## src/rtl/async_fifo_pkg.sv

```systemverilog
// -----------------------------------------------------------------------------
// async_fifo_pkg
//   Shared definitions for the async FIFO read/write controllers:
//     - pointer-width limits and parameter bounds
//     - rd_mode_e : read-port mode (standard / first-word-fall-through)
//     - bin2gray / gray2bin : pointer code conversion
//   The conversion functions work on a PTR_MAX_W-wide vector. Callers
//   zero-extend a narrower pointer into them and truncate the result back.
//   Both conversions are exact under zero extension, so one function pair
//   serves every pointer width up to PTR_MAX_W.
// -----------------------------------------------------------------------------
package async_fifo_pkg;

    localparam int MIN_DEPTH = 4;
    localparam int MIN_SYNC  = 2;
    localparam int MAX_SYNC  = 4;
    localparam int PTR_MAX_W = 32;

    typedef enum logic {
        RD_STD  = 1'b0,
        RD_FWFT = 1'b1
    } rd_mode_e;

    // Binary -> Gray: adjacent codes differ in one bit.
    function automatic logic [PTR_MAX_W-1:0] bin2gray(input logic [PTR_MAX_W-1:0] bin);
        return bin ^ (bin >> 1);
    endfunction

    // Gray -> binary: each binary bit is the XOR of all Gray bits at or above
    // it. The prefix-XOR is built in log2(PTR_MAX_W) doubling steps.
    function automatic logic [PTR_MAX_W-1:0] gray2bin(input logic [PTR_MAX_W-1:0] gray);
        logic [PTR_MAX_W-1:0] bin;
        bin = gray;
        for (int sh = 1; sh < PTR_MAX_W; sh = sh * 2) begin
            bin = bin ^ (bin >> sh);
        end
        return bin;
    endfunction

endpackage

```

## src/rtl/cdc_gray_sync.sv

```systemverilog
// -----------------------------------------------------------------------------
// cdc_gray_sync
//   Multi-flop synchroniser for a Gray-coded pointer. The pointer enters from
//   another clock domain and is carried into the rd_clk domain. Only one bit
//   changes per pointer step, so every synchronised sample is either the old
//   value or the new value. It is never a mix of the two.
//
// Parameters
//   STAGES : number of flops in the chain (MIN_SYNC..MAX_SYNC)
//   WIDTH  : pointer width
//
// Ports
//   rd_clk : destination clock
//   rst    : synchronous, active-high reset. It clears the whole chain.
//   d      : Gray pointer from the foreign domain (asynchronous to rd_clk)
//   q      : synchronised Gray pointer (output of the last stage)
// -----------------------------------------------------------------------------
module cdc_gray_sync
    import async_fifo_pkg::*;
#(
    parameter int STAGES = 2,
    parameter int WIDTH  = 5
) (
    input  logic             rd_clk,
    input  logic             rst,
    input  logic [WIDTH-1:0] d,
    output logic [WIDTH-1:0] q
);

    if (STAGES < MIN_SYNC || STAGES > MAX_SYNC) begin : g_bad_stages
        $error("cdc_gray_sync: STAGES must be in %0d..%0d", MIN_SYNC, MAX_SYNC);
    end

    (* ASYNC_REG = "TRUE" *) logic [WIDTH-1:0] sync_q [STAGES];

    // NOTE: sequential state is written with non-blocking assignments only.
    // Each stage therefore samples the previous stage's old value, which is
    // what turns this loop into a shift chain rather than a single wire.
    always_ff @(posedge rd_clk) begin
        if (rst) begin
            // NOTE: this array is a flop chain, not a RAM. It is reset
            // element by element so that a stale foreign pointer cannot leak
            // out after reset. A real memory array would not be reset this way.
            for (int i = 0; i < STAGES; i++) begin
                sync_q[i] <= '0;
            end
        end else begin
            sync_q[0] <= d;
            for (int i = 1; i < STAGES; i++) begin
                sync_q[i] <= sync_q[i-1];
            end
        end
    end

    assign q = sync_q[STAGES-1];

endmodule

```

## src/rtl/async_fifo_rd_port.sv

```systemverilog
// -----------------------------------------------------------------------------
// async_fifo_rd_port
//   Read-domain half of the async FIFO. It does the following:
//     - brings the write-side Gray pointer into rd_clk
//     - owns the read pointer
//     - drives the shared RAM read port
//     - reports empty, occupancy and almost-empty as seen from the read side
//
//   Two read modes:
//     FWFT=0 : standard. Data appears in the RAM output register one cycle
//              after an accepted rd_en (dout_valid pulses).
//     FWFT=1 : first-word-fall-through. The head word is prefetched into the
//              RAM output register, and rd_en pops it.
//
// Build option
//   ASYNC_RD_UNDERFLOW_EN : when defined, underflow is a sticky flag. It is set
//   the cycle after rd_en arrives while empty, and cleared only by rst. When
//   undefined, underflow is tied low and no flop is built.
//
// Parameters
//   DEPTH       : entries, power of 2, >= MIN_DEPTH (AW = log2(DEPTH))
//   SYNC_STAGES : flops on the wr_ptr_gray crossing (2..4)
//   FWFT        : 0 standard, 1 first-word-fall-through
//   AE_THRESH   : almost_empty when rd_count <= AE_THRESH (0..DEPTH-1)
//
// Ports
//   rd_clk       : read clock
//   rst          : synchronous, active-high reset (rd_clk domain)
//   wr_ptr_gray  : write pointer, Gray, wr_clk domain
//   rd_en        : read request (standard) / pop head word (FWFT)
//   rd_ptr_gray  : registered Gray read pointer, to the write-side synchroniser
//   mem_rd_en    : RAM read enable
//   mem_rd_addr  : RAM read address
//   dout_valid   : RAM output register holds valid FIFO data
//   empty        : no word readable
//   almost_empty : registered, rd_count <= AE_THRESH
//   rd_count     : registered occupancy, 0..DEPTH
//   underflow    : sticky read-while-empty flag (see build option)
// -----------------------------------------------------------------------------
module async_fifo_rd_port
    import async_fifo_pkg::*;
#(
    parameter  int DEPTH       = 16,
    parameter  int SYNC_STAGES = 2,
    parameter  int FWFT        = 0,
    parameter  int AE_THRESH   = 1,
    localparam int AW          = $clog2(DEPTH),
    localparam int PW          = AW + 1
) (
    input  logic          rd_clk,
    input  logic          rst,
    input  logic [PW-1:0] wr_ptr_gray,
    input  logic          rd_en,
    output logic [PW-1:0] rd_ptr_gray,
    output logic          mem_rd_en,
    output logic [AW-1:0] mem_rd_addr,
    output logic          dout_valid,
    output logic          empty,
    output logic          almost_empty,
    output logic [PW-1:0] rd_count,
    output logic          underflow
);

    // ------------------------------------------------------------------
    // Elaboration-time parameter checks
    // ------------------------------------------------------------------
    if (DEPTH < MIN_DEPTH || (DEPTH & (DEPTH - 1)) != 0) begin : g_bad_depth
        $error("async_fifo_rd_port: DEPTH (%0d) must be a power of 2 >= %0d", DEPTH, MIN_DEPTH);
    end
    if (AE_THRESH < 0 || AE_THRESH >= DEPTH) begin : g_bad_ae
        $error("async_fifo_rd_port: AE_THRESH (%0d) must be in 0..DEPTH-1", AE_THRESH);
    end
    if (FWFT != 0 && FWFT != 1) begin : g_bad_fwft
        $error("async_fifo_rd_port: FWFT must be 0 or 1");
    end

    localparam rd_mode_e      MODE     = rd_mode_e'(FWFT != 0);
    localparam logic [PW-1:0] AE_LIMIT = PW'(AE_THRESH);

    // ------------------------------------------------------------------
    // Write-pointer crossing and occupancy
    // ------------------------------------------------------------------
    logic [PW-1:0] wsync_gray;
    logic [PW-1:0] wsync_bin;
    logic [PW-1:0] rd_ptr_bin;
    logic [PW-1:0] rd_ptr_bin_next;
    logic [PW-1:0] mem_cnt;
    logic          mem_empty;

    cdc_gray_sync #(
        .STAGES (SYNC_STAGES),
        .WIDTH  (PW)
    ) u_wptr_sync (
        .rd_clk (rd_clk),
        .rst    (rst),
        .d      (wr_ptr_gray),
        .q      (wsync_gray)
    );

    assign wsync_bin = PW'(gray2bin(PTR_MAX_W'(wsync_gray)));

    // Pointers run over 2*DEPTH. The PW-bit subtraction wraps modulo 2^PW,
    // so the difference is the true word count from 0 to DEPTH. The MSB is
    // what separates full (count DEPTH) from empty (count 0).
    assign mem_cnt         = wsync_bin - rd_ptr_bin;
    assign mem_empty       = (mem_cnt == '0);
    assign rd_ptr_bin_next = rd_ptr_bin + PW'(1);
    assign mem_rd_addr     = rd_ptr_bin[AW-1:0];

    // ------------------------------------------------------------------
    // Mode-dependent read control
    // ------------------------------------------------------------------
    logic          dout_valid_next;
    logic [PW-1:0] rd_count_next;

    // NOTE: every signal driven here gets a default before any branch.
    // A path that leaves one unassigned would otherwise infer a latch.
    always_comb begin
        mem_rd_en       = 1'b0;
        empty           = 1'b1;
        dout_valid_next = 1'b0;
        rd_count_next   = mem_cnt;
        if (!rst) begin
            unique case (MODE)
                RD_STD: begin
                    mem_rd_en       = rd_en & ~mem_empty;
                    empty           = mem_empty;
                    dout_valid_next = mem_rd_en;
                    rd_count_next   = mem_cnt;
                end
                RD_FWFT: begin
                    // Refill the output register whenever it is free, or
                    // when its word is popped this cycle. That sustains one
                    // word per cycle under continuous rd_en.
                    mem_rd_en       = ~mem_empty & (~dout_valid | rd_en);
                    empty           = ~dout_valid;
                    dout_valid_next = mem_rd_en | (dout_valid & ~rd_en);
                    // The prefetched head word has left the RAM but is still
                    // unread, so it counts toward occupancy.
                    rd_count_next   = mem_cnt + PW'(dout_valid);
                end
                default: ;
            endcase
        end
    end

    // ------------------------------------------------------------------
    // Read pointer, data-valid, occupancy and almost-empty
    // ------------------------------------------------------------------
    always_ff @(posedge rd_clk) begin
        if (rst) begin
            rd_ptr_bin   <= '0;
            rd_ptr_gray  <= '0;
            dout_valid   <= 1'b0;
            rd_count     <= '0;
            almost_empty <= 1'b1;
        end else begin
            if (mem_rd_en) begin
                rd_ptr_bin  <= rd_ptr_bin_next;
                // Gray is encoded from the next binary value, so the
                // exported pointer is a clean flop output with no logic in
                // front of the write-side synchroniser.
                rd_ptr_gray <= PW'(bin2gray(PTR_MAX_W'(rd_ptr_bin_next)));
            end
            dout_valid   <= dout_valid_next;
            rd_count     <= rd_count_next;
            // Compared against the registered count, so the flag trails
            // rd_count by one cycle.
            almost_empty <= (rd_count <= AE_LIMIT);
        end
    end

    // ------------------------------------------------------------------
    // Underflow flag
    // ------------------------------------------------------------------
`ifdef ASYNC_RD_UNDERFLOW_EN
    always_ff @(posedge rd_clk) begin
        if (rst) begin
            underflow <= 1'b0;
        end else if (rd_en && empty) begin
            underflow <= 1'b1;
        end
    end
`else
    assign underflow = 1'b0;
`endif

endmodule
```

## config.mk

```make
export PLATFORM = sky130hd
export DESIGN_NAME = async_fifo_rd_port
export DESIGN_NICKNAME = d
export VERILOG_FILES = /design/src/rtl/async_fifo_pkg.sv /design/src/rtl/cdc_gray_sync.sv /design/src/rtl/async_fifo_rd_port.sv
export SDC_FILE = /design/constraint.sdc
export NUM_CORES = 1
export LEC_CHECK = 0
export ABC_AREA = 1
export BUFFER_PORTS_ARGS = -buffer_cell sky130_fd_sc_hd__buf_2
export CORE_MARGIN = 4
export CORE_UTILIZATION = 28
export CTS_BUF_LIST = sky130_fd_sc_hd__clkbuf_4
export CTS_CLUSTER_SIZE = 28
export DETAILED_ROUTE_END_ITERATION = 8
export GPL_TIMING_DRIVEN = 0
export SLEW_MARGIN = 20
export SYNTH_ARGS = -nofsm -noshare
export SYNTH_HDL_FRONTEND = slang
export SYNTH_SLANG_ARGS = --single-unit
```

## constraint.sdc

```tcl
create_clock -name rd_clk -period 4.4 [get_ports rd_clk]
set_clock_uncertainty 0.05 [all_clocks]
set_input_delay 0.44 -clock rd_clk [delete_from_list [all_inputs] [get_ports rd_clk]]
set_output_delay 0.44 -clock rd_clk [all_outputs]
set_load 0.01 [all_outputs]
```

==> results of run 1 <==
-- registers in the layout (all words and copies together), names as in the netlist --
register and flops:
u_wptr_sync.sync_q 10, dout_valid 1, rd_ptr_bin 4, rd_ptr_gray 5, almost_empty 1, rd_count 5
-- worst max-delay path, delay by kind of cell (launching register included) --
family	cells	cell delay, ns
buf+inv	2	0.31
simple gates	5	0.61
flops	1	0.41
fa+ha+maj	2	0.63
xor+xnor	3	0.56
-- cells by family (layout without fill, tap and decap cells) --
kind of cell,after synthesis,in the layout
and+or+nand+nor,65,65
buffers and inverters,32,59
DFF,26,26
AOI/OAI and AO/OA,11,11
xor gates and xnor gates,11,11
adders and majority gates,6,6
other,1,1
-- where the power goes --
part / internal, mW / switching (mW) / leakage, nW
Sequential: 0.259 / 0.0135 / 0.215
Combinational: 0.0611 / 0.0834 / 0.485
Clock: 0.0320 / 0.0635 / 0.0138
Total: 0.352 / 0.160 / 0.714
-- synthesized netlist by cell type --
cell type and n:
nand3_2 2, conb_1 1, xor2_1 5, clkbuf_1 3, o21ai_0 7, o41ai_1 1, buf_4 1, xor2_2 3
fa_1 1, and2_1 2, inv_2 2, nor2_1 35, nand2_1 16, ha_1 5, dfxtp_1 26, or2_1 2
nand3_1 8, xnor2_1 3, inv_1 26, a21oi_1 3
-- metrics by stage --
| stage | power (mW) | instance area (um2) | worst slack, ns | util | instances |
|---|---|---|---|---|---|
| finish | 0.512 | 1390 | 1.09 | 0.343 | 229 |
| global route | 0.552 | 1390 | 0.845 | 0.343 | 229 |
| CTS | 0.526 | 1390 | 1.01 | 0.343 | 229 |
| detailed placement | 0.425 | 1370 | 1.38 | 0.337 | 226 |
| global placement | 0.422 | 1370 | 1.41 | 0.337 | 226 |
| floorplan | 0.382 | 1180 | 1.76 | - | 152 |
-- final timing paths --
kind | startpoint | endpoint | slack [ns] | depth (start not counted)
worst min-delay path | wr_ptr_gray[0] | u_wptr_sync.sync_q[0][0] | 0.27 | 3
worst max-delay path | u_wptr_sync.sync_q[0][9] | mem_rd_en | 1.09 | 12
worst min register to register | u_wptr_sync.sync_q[0][1] | u_wptr_sync.sync_q[0][6] | 0.36 | 2
worst max register to register | u_wptr_sync.sync_q[0][9] | rd_ptr_gray[4] | 1.79 | 12
-- layout make-up --
class                   instances  area, um2
fillers                       440       2670
inverters                      28        105
multi-input cells              94        541
well taps                      50       62.6
flip-flops and latches         26        520
repair buffers                 24        120
clock buffers                   3       22.5
plain buffers                   4       18.8
-- metal layers --
| layer | up-vias | part of all wire | track usage |
|---|---|---|---|
| met1 | 374 | 0.47 | 0.0963 |
| met2 | 20 | 0.45 | 0.140 |
| li1 | 503 | - | - |
| met4 | 0 | 0.011 | 0.0307 |
| met3 | 2 | 0.070 | 0.0331 |
| met5 | - | 0 | 0 |
==> results.json, run 1 <==
{
  "status": "complete, no violations",
  "dieArea_mm2": 0.00534,
  "synth.area.mux_share": 0,
  "syn_area_mm2": 0.00118,
  "synth_top_family_by_area": "simple AND/OR/NAND/NOR gates",
  "track_usage": 0.0839,
  "finalSetupTns_ns": 0,
  "hold_viol": 0,
  "syn_avg_cell_area_um2": 7.80,
  "drive_gt1_frac": 0.196,
  "synth_seq_area_share": 0.439,
  "io_buffers": 24,
  "antennaDiodeCount": 0,
  "rows": 23,
  "max-cap-violations": 0,
  "max_stage_delay_ns": 0.41,
  "firstDrtPassIters": 4,
  "cp-end-kind": "primary output",
  "core_mm2": 0.00406,
  "yosys-top-cells-area": "dfxtp_1 44%, nor2_1 11%, inv_1 8.2%, ha_1 5.3%, nand2_1 5.1%",
  "yosys.area.top_type": "dfxtp_1",
  "synth_nets": 166,
  "finalCritPeriodShare": 0.753,
  "mostFrequentLayoutCells": "35 x nor2_1, 26 x inv_1, 26 x dfxtp_1",
  "vdd_drop_max_mv": 0.126,
  "start_kind": "flop",
  "mostFrequentLayoutCell": "nor2_1",
  "period_minus_slack_ns": 3.31,
  "cts_made_buffers": 3,
  "grt_pass1_wl_mm": 3.40,
  "clkTransAtPathRegs_ns": 0.12,
  "cts.htree.levels": 1,
  "p_per_area_mw_per_mm2": 368,
  "yosys_warnings": 0,
  "die_x_um": 73.1,
  "clock.fmax_mhz": 302,
  "wire_per_inst_um": 8.92,
  "setup_viol": 0,
  "cts_setup_buffers": 0,
  "ios": 27,
  "crit_type": "flop to primary output",
  "whs_ns": 0.269,
  "synth_top_area_share": 0.439,
  "yosysUniqueCellTypes": 20,
  "area_growth_pct": 17.3,
  "cts-resized-gates": 0,
  "syn-instance-count": 152,
  "crit_fanout": 8,
  "cts_hold_buf": 0,
  "vias_per_cell": 3.93,
  "initial_core_util": 0.292,
  "grt_pass1_vias": 789,
  "yosys.area_share.simple": 0.233,
  "slew_viol_final": 0,
  "slowest_stage": "dfxtp_1",
  "grt_start_max_net_pins": 14,
  "yosys.area_share.adder": 0.0697,
  "cts_root_buf": "clkbuf_4",
  "hold_class": "primary input to flop",
  "synth_xor_area_frac": 0.100,
  "drtIter0Drc": 33,
  "clkLatencyLatePin_ns": 0.31,
  "route.detailed.drc": 0,
  "cp.required_ns": 3.91,
  "crit_chain": "xor2_2 > xor2_2 > xor2_1 > ha_1 > fa_1 > or2_1 > nand3_1 > nor2_1 > nand3_2 > nand3_2 > inv_2 > buf_2",
  "vias": 899,
  "antenna_found_initial": 0,
  "cts_tree": "built",
  "cts_sinks": 26,
  "die_y_um": 73.1,
  "nets": 195,
  "gr-total-overflow": 0,
  "wl_mm": 2.04,
  "ant_nets": 0,
  "hpwlAfterDp_mm": 1.65,
  "rsz0062_at_grt": "no",
  "synth_compound_gate_area_share": 0.0496,
  "yosys_register_bits": 26,
  "cts_buffer_depth": 2,
  "place_congestion": 0.836,
  "worstPathArrival_ns": 2.82,
  "p_leak_nw": 0.714
}
No activity file was read; power rests on OpenSTA's default activity.
==> inputs of run 2 (changes only) <==
Settings changed: ABC_AREA 1 to 0.
Clock period 4.4 ns to 3.3 ns, I/O delays scaled along.
==> results.json, run 2 <==
{
  "status": "finished, violations left",
  "violations": "setup timing",
  "wl_mm": 2.42,
  "yosys_warnings": 0,
  "cts.htree.levels": 1,
  "ios": 27,
  "die_x_um": 72.5,
  "largest_reg_flops": 10,
  "top_regs": "u_wptr_sync.sync_q (10), rd_count (5), rd_ptr_gray (5)",
  "synth_nets": 135,
  "timing.rr.end": "rd_ptr_bin[0]",
  "crit_family": "XOR/XNOR gates",
  "route.detailed.drc": 0,
  "vias_per_cell": 4.47,
  "clkTransAtPathRegs_ns": 0.15,
  "drive_gt1_frac": 0.369,
  "yosys_register_bits": 26,
  "antenna_found_initial": 0,
  "vdd_drop_max_mv": 0.260,
  "synth_edf_count": 0,
  "antennaDiodeCount": 0,
  "synthTopCellsByCount": "26 x dfxtp_1, 11 x nor2b_1, 7 x nand2_1, 7 x nor2_1, 7 x xor2_1",
  "worst_pin_slew_ns": 0.514,
  "die_y_um": 72.5,
  "io_buffers": 25,
  "vias": 925,
  "hold_path_end": "u_wptr_sync.sync_q[0][4]",
  "clkLatencyLatePin_ns": 0.33,
  "grt_pass1_vias": 839,
  "path_buf_inv": 2,
  "crit_fanout": 2,
  "whs_ns": 0.145,
  "rows": 23,
  "largest_register": "u_wptr_sync.sync_q",
  "worstRegToRegCells": 14,
  "postPlaceCellArea_mm2": 0.00135,
  "p_per_area_mw_per_mm2": 525,
  "nets": 172,
  "cp.required_ns": 2.92,
  "crit_type": "flop to primary output",
  "holdPathStages": 2,
  "cts_made_buffers": 3,
  "slowest_stage": "dfxtp_2",
  "gr-total-overflow": 0,
  "r2r_slack_ns": 0.38,
  "nFillCells": 394,
  "finalCritPeriodShare": 1.01,
  "fin_ws_ns": -0.0296,
  "syn_area_mm2": 0.00117,
  "yosys.area.top_type": "dfxtp_1",
  "core_mm2": 0.00400,
  "syn-instance-count": 121,
  "ant_nets": 0,
  "hold_viol": 0,
  "setup_viol": 1,
  "cts_root_buf": "clkbuf_4",
  "hpwlAfterDp_mm": 1.60,
  "rsz0062_at_grt": "yes",
  "grt_pass1_wl_mm": 3.95,
  "rr_startpoint": "u_wptr_sync.sync_q[0][9]",
  "grt_start_max_net_pins": 16,
  "max-cap-violations": 0,
  "synth_seq_area_share": 0.446,
  "place_congestion": 0.745,
  "p_leak_nw": 0.666,
  "ys.flop_type": "dfxtp_1",
  "cts_sinks": 26,
  "async_flop_share": 0,
  "hp-start": "wr_ptr_gray[4]",
  "yosysUniqueCellTypes": 36,
  "clock.fmax_mhz": 300,
  "mostFrequentLayoutCells": "24 x buf_2, 24 x dfxtp_1, 11 x nor2b_1",
  "wire_per_inst_um": 11.7,
  "firstDrtPassIters": 4,
  "synth_top_area_share": 0.446,
  "cts_buffer_depth": 2,
  "max_stage_delay_ns": 0.37,
  "dieArea_mm2": 0.00526,
  "slew_viol_final": 0,
  "worstPathArrival_ns": 2.95,
  "design_area_mm2": 0.00157,
  "place_inst": 196,
  "hold_class": "primary input to flop",
  "syn_avg_cell_area_um2": 9.64,
  "start_kind": "flop",
  "synth.most_common_cell": "dfxtp_1",
  "crit_chain": "xor2_2 > xnor2_2 > xor2_2 > xor2_1 > ha_2 > fa_2 > buf_4 > xor2_2 > nand3_2 > a211oi_4 > or2_4 > nor2_4 > buf_6",
  "initial_core_util": 0.292,
  "period_minus_slack_ns": 3.33,
  "slew_headroom": 0.657,
  "yosys-top-cells-area": "dfxtp_1 45%, nor2b_1 5.9%, ha_1 5.4%, xor2_1 5.3%, xnor2_1 4.5%",
  "area_growth_pct": 34.3,
  "layoutNonFillerInstCount": 207,
  "path_common_cell": "xor2_2",
  "utilization": 0.392,
  "track_usage": 0.0974,
  "cts_tree": "built",
  "drtIter0Drc": 28,
  "cp-end-kind": "primary output"
}
[run 2: cell count changes after synthesis, sizes merged, moves of 5 or more]
cell,before,now
nand3,10,1
nand2,16,7
or3,0,5
nor2,35,7
inv,28,6
nor2b,0,11
[run 2: stage by stage]
step,worst slack [ns],TNS [ns],total power [mW]
3_3_place_gp,-0.134,-0.207,0.547
6_report,-0.0296,-0.0296,0.822
5_1_grt,-0.154,-0.242,0.870
2_1_floorplan,0.0940,0,0.495
4_1_cts,-0.0911,-0.127,0.805
3_5_place_dp,-0.138,-0.214,0.550
[run 2: logic make-up after synthesis]
family | Yosys count | synth area share
AOI/OAI and AO/OA | 22 | 0.137
xor gates and xnor gates | 13 | 0.0976
adders and majority gates | 6 | 0.0708
buffers and inverters | 14 | 0.0558
DFF | 26 | 0.446
muxes | 2 | 0.0172
other | 1 | 0.00322
and+or+nand+nor | 37 | 0.172
[run 2: timing repair]
| item | 4_1_cts | 5_1_grt |
|---|---|---|
| setup buffers | 6 | 1 |
| endpoints found under the setup margin | 2 | 2 |
| hold buffers | 0 | 0 |
| resized for setup | 14 | 8 |
| pin swaps | 11 | 9 |
[run 2: layer usage]
metal | share of wire | global-route usage
met1 | 0.42 | 0.118
met2 | 0.50 | 0.160
met3 | 0.067 | 0.0360
met4 | 0.010 | 0.0307
met5 | 0 | 0
[run 2: final cells by class]
cell class	instances	area (um2)	share of cell area
Timing Repair Buffer	32	194	0.124
Inverter	8	30.0	0.0192
Clock buffer	3	22.5	0.0144
Tap cell	50	62.6	0.0399
Clock inverter	1	30.0	0.0192
Multi-Input combinational cell	81	669	0.427
Sequential cell	26	523	0.334
Buffer	6	35.0	0.0224
[run 2: report_power, final]
group          switching (mW)  internal [mW]  total (mW)  leakage [nW]
Clock                  0.0971          0.123       0.220        0.0279
Combinational           0.120          0.118       0.239         0.423
Sequential             0.0198          0.343       0.363         0.215
Total                   0.237          0.584       0.822         0.666
[run 2: worst max path at each step]
stage / end / start / slack (ns) / cells after the start
floorplan: mem_rd_en / u_wptr_sync.sync_q[0][9] / 0.09 / 12
global placement: mem_rd_en / u_wptr_sync.sync_q[0][9] / -0.13 / 13
detailed placement: mem_rd_en / u_wptr_sync.sync_q[0][9] / -0.14 / 13
CTS: mem_rd_en / u_wptr_sync.sync_q[0][9] / -0.09 / 13
global route: mem_rd_en / u_wptr_sync.sync_q[0][9] / -0.15 / 13
finish: mem_rd_en / u_wptr_sync.sync_q[0][9] / -0.03 / 13
[run 2: worst reg2reg max path, delay by kind of cell (launching register included)]
family | cells | cell delay [ns]
AO/OA/AOI/OAI | 3 | 0.44
XOR/XNOR | 5 | 0.85
adder cells (fa/ha/maj) | 2 | 0.53
buffers and inverters | 3 | 0.48
flip-flops | 1 | 0.37
AND/OR/NAND/NOR | 1 | 0.13
